--- src/rtl/memory.sv ---
// Memory pipeline stage: issues aligned load/store requests on the data bus,
// formats store lanes / load results, and registers the writeback and branch redirect.
module memory (
    input  logic        i_clk,
    input  logic        i_rst_n,
    // execute stage
    input  logic [5:0]  i_exec_mem_rd,
    input  logic        i_exec_mem_writeback,
    input  logic        i_exec_mem_link,
    input  logic [31:0] i_exec_mem_pc,
    input  logic        i_exec_mem_mem_w,
    input  logic        i_exec_mem_mem_r,
    input  logic        i_exec_mem_mem_rdu,
    input  logic        i_exec_mem_mem_byte,
    input  logic        i_exec_mem_mem_hwrd,
    input  logic [31:0] i_exec_mem_alu_result,
    input  logic [31:0] i_exec_mem_mem_wdata,
    input  logic [31:0] i_exec_mem_bta,
    input  logic        i_exec_mem_branch_taken,
    // data bus
    output logic        o_dmem_req,
    output logic        o_dmem_we,
    output logic [31:0] o_dmem_addr,
    output logic [31:0] o_dmem_wdata,
    output logic [3:0]  o_dmem_be,
    input  logic        i_dmem_ack,
    input  logic [31:0] i_dmem_rdata,
    // pipeline control
    output logic        o_mem_stall,
    output logic        o_mem_misaligned,
    // writeback / fetch
    output logic [5:0]  b_mem_wb_rd,
    output logic        b_mem_wb_writeback,
    output logic [31:0] b_mem_wb_result,
    output logic        b_mem_fetch_redirect,
    output logic [31:0] b_mem_fetch_bta
);

    localparam int unsigned XLEN = 32;
    localparam int unsigned RDW  = 6;
    localparam int unsigned BEW  = 4;

    typedef enum logic {
        S_IDLE,
        S_ACCESS
    } state_e;

    state_e            state_q, state_d;
    logic              req_q, req_d;
    logic              we_q, we_d;
    logic [XLEN-1:0]   addr_q, addr_d;
    logic [XLEN-1:0]   wdata_q, wdata_d;
    logic [BEW-1:0]    be_q, be_d;
    logic [1:0]        ld_lane_q, ld_lane_d;
    logic              ld_byte_q, ld_byte_d;
    logic              ld_hwrd_q, ld_hwrd_d;
    logic              ld_rdu_q, ld_rdu_d;
    logic [RDW-1:0]    ld_rd_q, ld_rd_d;
    logic              ld_wb_q, ld_wb_d;
    logic [RDW-1:0]    wb_rd_q, wb_rd_d;
    logic              wb_writeback_q, wb_writeback_d;
    logic [XLEN-1:0]   wb_result_q, wb_result_d;
    logic              redirect_q, redirect_d;
    logic [XLEN-1:0]   bta_q, bta_d;

    logic              access_c;
    logic              aligned_c;
    logic              stall_c;
    logic              misaligned_c;
    logic [BEW-1:0]    lane_be_c;
    logic [XLEN-1:0]   store_wdata_c;
    logic [XLEN-1:0]   nonmem_result_c;
    logic [XLEN-1:0]   rdata_shift_c;
    logic [XLEN-1:0]   load_data_c;

    assign access_c        = i_exec_mem_mem_r | i_exec_mem_mem_w;
    assign nonmem_result_c = i_exec_mem_link ? (i_exec_mem_pc + XLEN'(4)) : i_exec_mem_alu_result;

    // Alignment check and store lane formatting; byte size wins over halfword.
    always_comb begin
        aligned_c     = 1'b1;
        lane_be_c     = 4'b1111;
        store_wdata_c = i_exec_mem_mem_wdata;
        if (i_exec_mem_mem_byte) begin
            lane_be_c     = BEW'(1) << i_exec_mem_alu_result[1:0];
            store_wdata_c = {4{i_exec_mem_mem_wdata[7:0]}};
        end else if (i_exec_mem_mem_hwrd) begin
            aligned_c     = ~i_exec_mem_alu_result[0];
            lane_be_c     = i_exec_mem_alu_result[1] ? 4'b1100 : 4'b0011;
            store_wdata_c = {2{i_exec_mem_mem_wdata[15:0]}};
        end else begin
            aligned_c     = (i_exec_mem_alu_result[1:0] == 2'b00);
        end
    end

    // Load lane select and extension, using the access attributes captured at issue.
    assign rdata_shift_c = i_dmem_rdata >> {ld_lane_q, 3'b000};

    always_comb begin
        load_data_c = i_dmem_rdata;
        if (ld_byte_q) begin
            load_data_c = ld_rdu_q ? {24'd0, rdata_shift_c[7:0]}
                                   : {{24{rdata_shift_c[7]}}, rdata_shift_c[7:0]};
        end else if (ld_hwrd_q) begin
            load_data_c = ld_rdu_q ? {16'd0, rdata_shift_c[15:0]}
                                   : {{16{rdata_shift_c[15]}}, rdata_shift_c[15:0]};
        end
    end

    // Next-state and registered-output logic.
    always_comb begin
        state_d        = state_q;
        req_d          = req_q;
        we_d           = we_q;
        addr_d         = addr_q;
        wdata_d        = wdata_q;
        be_d           = be_q;
        ld_lane_d      = ld_lane_q;
        ld_byte_d      = ld_byte_q;
        ld_hwrd_d      = ld_hwrd_q;
        ld_rdu_d       = ld_rdu_q;
        ld_rd_d        = ld_rd_q;
        ld_wb_d        = ld_wb_q;
        wb_rd_d        = i_exec_mem_rd;
        wb_writeback_d = 1'b0;
        wb_result_d    = nonmem_result_c;
        bta_d          = i_exec_mem_bta;
        stall_c        = 1'b0;
        misaligned_c   = 1'b0;

        case (state_q)
            S_IDLE: begin
                if (access_c) begin
                    if (aligned_c) begin
                        stall_c   = 1'b1;
                        state_d   = S_ACCESS;
                        req_d     = 1'b1;
                        we_d      = i_exec_mem_mem_w;
                        addr_d    = {i_exec_mem_alu_result[31:2], 2'b00};
                        wdata_d   = store_wdata_c;
                        be_d      = lane_be_c;
                        ld_lane_d = i_exec_mem_alu_result[1:0];
                        ld_byte_d = i_exec_mem_mem_byte;
                        ld_hwrd_d = i_exec_mem_mem_hwrd;
                        ld_rdu_d  = i_exec_mem_mem_rdu;
                        ld_rd_d   = i_exec_mem_rd;
                        // stores never write back, even when mem_r is also set
                        ld_wb_d   = i_exec_mem_writeback & ~i_exec_mem_mem_w;
                    end else begin
                        misaligned_c = 1'b1;
                    end
                end else begin
                    wb_writeback_d = i_exec_mem_writeback;
                end
            end
            S_ACCESS: begin
                if (i_dmem_ack) begin
                    state_d        = S_IDLE;
                    req_d          = 1'b0;
                    we_d           = 1'b0;
                    wb_rd_d        = ld_rd_q;
                    wb_writeback_d = ld_wb_q;
                    wb_result_d    = load_data_c;
                end else begin
                    stall_c = 1'b1;
                end
            end
            default: begin
                state_d = S_IDLE;
                req_d   = 1'b0;
            end
        endcase

        redirect_d = i_exec_mem_branch_taken & ~stall_c;
    end

    always_ff @(posedge i_clk or negedge i_rst_n) begin
        if (!i_rst_n) begin
            state_q        <= S_IDLE;
            req_q          <= 1'b0;
            we_q           <= 1'b0;
            addr_q         <= '0;
            wdata_q        <= '0;
            be_q           <= '0;
            ld_lane_q      <= '0;
            ld_byte_q      <= 1'b0;
            ld_hwrd_q      <= 1'b0;
            ld_rdu_q       <= 1'b0;
            ld_rd_q        <= '0;
            ld_wb_q        <= 1'b0;
            wb_rd_q        <= '0;
            wb_writeback_q <= 1'b0;
            wb_result_q    <= '0;
            redirect_q     <= 1'b0;
            bta_q          <= '0;
        end else begin
            state_q        <= state_d;
            req_q          <= req_d;
            we_q           <= we_d;
            addr_q         <= addr_d;
            wdata_q        <= wdata_d;
            be_q           <= be_d;
            ld_lane_q      <= ld_lane_d;
            ld_byte_q      <= ld_byte_d;
            ld_hwrd_q      <= ld_hwrd_d;
            ld_rdu_q       <= ld_rdu_d;
            ld_rd_q        <= ld_rd_d;
            ld_wb_q        <= ld_wb_d;
            wb_rd_q        <= wb_rd_d;
            wb_writeback_q <= wb_writeback_d;
            wb_result_q    <= wb_result_d;
            redirect_q     <= redirect_d;
            bta_q          <= bta_d;
        end
    end

    assign o_dmem_req           = req_q;
    assign o_dmem_we            = we_q;
    assign o_dmem_addr          = addr_q;
    assign o_dmem_wdata         = wdata_q;
    assign o_dmem_be            = be_q;
    assign o_mem_stall          = stall_c;
    assign o_mem_misaligned     = misaligned_c;
    assign b_mem_wb_rd          = wb_rd_q;
    assign b_mem_wb_writeback   = wb_writeback_q;
    assign b_mem_wb_result      = wb_result_q;
    assign b_mem_fetch_redirect = redirect_q;
    assign b_mem_fetch_bta      = bta_q;

endmodule
--- config.mk ---
export PLATFORM = sky130hd
export DESIGN_NAME = memory
export DESIGN_NICKNAME = d
export VERILOG_FILES = /design/src/rtl/memory.sv
export SDC_FILE = /design/constraint.sdc
export NUM_CORES = 1
export LEC_CHECK = 0
export BUFFER_PORTS_ARGS = -buffer_cell sky130_fd_sc_hd__buf_2
export CORE_ASPECT_RATIO = 1.5
export CORE_MARGIN = 5
export CORE_UTILIZATION = 51
export CTS_CLUSTER_DIAMETER = 100
export DETAILED_ROUTE_END_ITERATION = 10
export PLACE_DENSITY = 0.91
export SLEW_MARGIN = 20
export SYNTH_ARGS = -nofsm -noshare
export SYNTH_HDL_FRONTEND = slang
export SYNTH_SLANG_ARGS = --single-unit
--- constraint.sdc ---
create_clock -name i_clk -period 5.6 [get_ports i_clk]
set_input_delay 0.84 -clock i_clk [delete_from_list [all_inputs] [get_ports i_clk]]
set_output_delay 0.84 -clock i_clk [all_outputs]
set_load 0.02 [all_outputs]
==> key figures <==
Outcome
  – Outcome: complete, no violations

Floorplanning
  – Core ar.: 14000 sq um
  – Area of the die: 16800 sq um
  – Placement row count: 53
  – Chip Height: 156 um
  – Starting density of the core: 51.9%
  – Total I/O pin count: 321
  – Overall die width: 107 um

Worst setup path
  – Worst EP arrival: 3.31 ns
  – Critical path class: register to register
  – Reg2reg setup slack: 2.52 ns
  – End of the worst register-to-register path: b_mem_wb_result[21]
  – Required time reported for the critical path endpoint: 5.83 ns
  – Count of cells along the worst register-to-register path: 5
  – Critical register-to-register path startpoint: ld_lane_q[1]
  – Critical path launch point type: register
  – Kind of capture point of the worst setup path: register
  – Largest fanout on the critical path: 35

Run
  – Max-cap violations: 0

Yosys
  – Fraction of synthesis flops using an asynchronous set or reset pin: 100%
  – Area fraction of the dominant cell type after synthesis: 52.7%
  – Cell types with the highest counts after synthesis: 246 x sky130_fd_sc_hd__nand2_1, 153 x sky130_fd_sc_hd__dfrtp_1, 63 x sky130_fd_sc_hd__a21oi_1, 53 x sky130_fd_sc_hd__o21ai_0, 48 x sky130_fd_sc_hd__nor2_1
  – Mean cell area of the mapped netlist: 8.84 sq um
  – Main area contributors after synthesis: sky130_fd_sc_hd__dfrtp_1 53%, sky130_fd_sc_hd__nand2_1 13%, sky130_fd_sc_hd__a21oi_1 4.3%
  – Count of flip-flops with a built-in enable after synthesis: 0
  – Leading cell type by number of instances after synthesis: sky130_fd_sc_hd__nand2_1
  – Sequential-to-total area share from yosys stat: 52.7%
  – Gate count after technology mapping: 822
  – Yosys Warn Count: 0
  – Prevailing post-synth register cell: sky130_fd_sc_hd__dfrtp_1
  – Area leader, netlist: sky130_fd_sc_hd__dfrtp_1
  – Syn Std Cell Area: 7270 sq um
  – Distinct cell type count after synthesis: 57
  – Number of synthesized register bits: 153

Place
  – Half-perimeter wire length after placement: 18.4 mm
  – Placed Instances: 1282
  – Quantity of I/O buffers inserted on ports: 318
  – Placed cell areas: 8930 sq um
  – Place WS: 2.60 ns
  – Routability congestion estimate from global placement: 0.955

STA
  – Relative max-transition margin: 25.5%
  – Unrepaired setup endpoints after global routing: false
  – Final critical delay including setup and external delays: 3.08 ns
  – Final max-slew violation count: 0
  – Least setup slack across all paths after layout: 2.52 ns
  – Summed negative setup slack over all endpoints: 0 ns
  – Final number of setup-violating endpoints: 0
  – Clock skew: 0.00968 ns
  – Final clock period utilization by the worst path: 55.0%
  – Number of hold violations in the final report: 0
  – Worst Tran Pin Value: 1.11 ns
  – Smallest hold slack: 0.469 ns
  – Max Fclk: 0.325 GHz

Power
  – Static leakage: 4.83 nW
  – Areal power density over the cells: 408 nW/um^2
  – Total power: 3.89 mW
  – Largest vdd supply drop: 0.000285 V

Routing
  – Detailed Route WL: 24.8 mm
  – Post-DR vias/cell: 5.59
  – Iteration-0 DRC Markers: 658
  – Total number of vias: 7374
  – Number of antenna-violating nets in the routed design: 0
  – Wire length per cell: 18.8 um
  – Post-detailed-route DRC marker count: 0
  – 1st-pass router iterations: 8

Final layout
  – Post-route design area: 9540 sq um
  – FILL cells: 1133
  – Proportion of layout cells with a drive suffix above 1: 32.9%
  – Area growth, synth to finish: 31.3%
  – Final core utilization: 68.2%
  – Filler-free cell count of the finished design: 1318
  – Final net count: 1287

Clocking
  – Clock tree from TritonCTS: yes
  – Postcts setup bufs: 0
  – CTS H-Tree Depth: 4
  – TritonCTS sink count: 153
  – Root buf cell: sky130_fd_sc_hd__clkbuf_16
  – Worst-skew pair later-pin latency: 0.42 ns
  – Total CTS buffers: 17
  – Number of buffers inserted by hold repair at cts: 0
  – Total of cells resized after clock tree synthesis: 0
  – CTS Buffer Depth: 2
  – Clock-pin slew on the worst setup and hold paths: 0.07 ns

Global route
  – Global router's overall resource usage: 29.2%
  – Vias in the first global route: 7479
  – Number of antenna violations at the first check in global routing: 4
  – Total global routing overflow: 0
  – First-pass GRT wire length: 38.3 mm
  – Maximum number of pins on one net before global-route repair: 106

Hold path
  – Hold Path Stages: 2
  – Min-Delay Path Class: register to register
  – WHS Endpoint: o_dmem_addr[23]
  – Hold Crit Start: o_dmem_addr[23]
==> power by group <==
part           switching [mW]  internal [mW]  leakage [nW]  total [mW]
Sequential              0.160           1.34          1.84        1.50
Clock                   0.518          0.643         0.282        1.16
Combinational           0.819          0.408          2.71        1.23
==> placed cells by master, fill, tap and decap left out, types with 4 or more instances in the layout <==
cell,n
sky130_fd_sc_hd__buf_2,317
sky130_fd_sc_hd__nand2_1,246
sky130_fd_sc_hd__dfrtp_1,153
sky130_fd_sc_hd__a21oi_1,63
sky130_fd_sc_hd__o21ai_0,53
sky130_fd_sc_hd__nor2_1,48
sky130_fd_sc_hd__mux2i_1,27
sky130_fd_sc_hd__clkbuf_16,17
sky130_fd_sc_hd__inv_1,14
sky130_fd_sc_hd__nand3_1,14
sky130_fd_sc_hd__nor3_1,12
sky130_fd_sc_hd__xnor2_1,11
sky130_fd_sc_hd__nor4_1,10
sky130_fd_sc_hd__nor2b_1,8
sky130_fd_sc_hd__a22oi_1,8
sky130_fd_sc_hd__o221ai_1,8
sky130_fd_sc_hd__nand2b_1,7
sky130_fd_sc_hd__xor2_1,6
sky130_fd_sc_hd__inv_6,6
sky130_fd_sc_hd__nand4_1,5
sky130_fd_sc_hd__o31ai_1,5
sky130_fd_sc_hd__o211ai_1,5
sky130_fd_sc_hd__diode_2,4
sky130_fd_sc_hd__a221oi_1,4
sky130_fd_sc_hd__or2_2,4
sky130_fd_sc_hd__o31a_1,4
sky130_fd_sc_hd__o21bai_1,4
sky130_fd_sc_hd__buf_4,4
==> worst max-delay path: stages (launching register included) <==
cell and delay, ns:
sky130_fd_sc_hd__dfrtp_1 0.96, sky130_fd_sc_hd__mux4_2 0.66, sky130_fd_sc_hd__nand2_1 0.09, sky130_fd_sc_hd__o21ai_0 0.08
sky130_fd_sc_hd__a21oi_1 0.86, sky130_fd_sc_hd__a22oi_1 0.25
==> routing by layer <==
metal	track usage, %	vias to the layer above	part of all wire (%)
met5	0	-	0.077
met4	14.7	4	5.0
met3	8.20	98	9.6
met2	49.4	448	50
met1	33.8	3448	35
li1	-	3376	-
==> worst max path at each step <==
stage	startpoint	to	cells past startpoint
after CTS	ld_lane_q[1]	b_mem_wb_result[21]	5
after detailed placement	i_dmem_ack	b_mem_wb_result[21]	4
after global routing	ld_lane_q[1]	b_mem_wb_result[21]	5
after global placement	i_exec_mem_link	b_mem_wb_result[25]	5
after floorplan	i_exec_mem_alu_result[0]	o_mem_stall	5
final	ld_lane_q[1]	b_mem_wb_result[21]	5
==> final cells by class <==
cell class              instances  area, sq um  area share [%]
flip-flops and latches        153         3830            40.1
multi-input cells             601         3190            33.4
repair buffers                322         1630            17.1
clock buffers                  18          439            4.60
well taps                     192          240            2.52
clock inverters                14          153            1.60
inverters                      14         52.6           0.551
diodes                          4         10.0           0.105
==> cell families (layout without fill, tap and decap cells) <==
kind of cell	count (synthesis)	count (layout)	synth area share, %
other	1	6	0.0516
buffers and inverters	69	368	3.69
and+or+nand+nor	370	370	21.7
muxes	30	30	4.34
adders and majority gates	1	1	0.172
xor gates and xnor gates	17	17	2.05
AOI/OAI and AO/OA	181	181	15.3
DFF	153	153	52.7
==> sequential cells by signal (all words and copies together), names as in the netlist <==
signal	flops
b_mem_fetch_bta	32
b_mem_fetch_redirect	1
b_mem_wb_rd	6
b_mem_wb_result	32
b_mem_wb_writeback	1
ld_byte_q	1
ld_hwrd_q	1
ld_lane_q	2
ld_rd_q	6
ld_rdu_q	1
ld_wb_q	1
o_dmem_addr	30
o_dmem_be	4
o_dmem_req	1
o_dmem_wdata	32
o_dmem_we	1
state_q	1
Note: power is estimated with default switching activity, not from simulation.
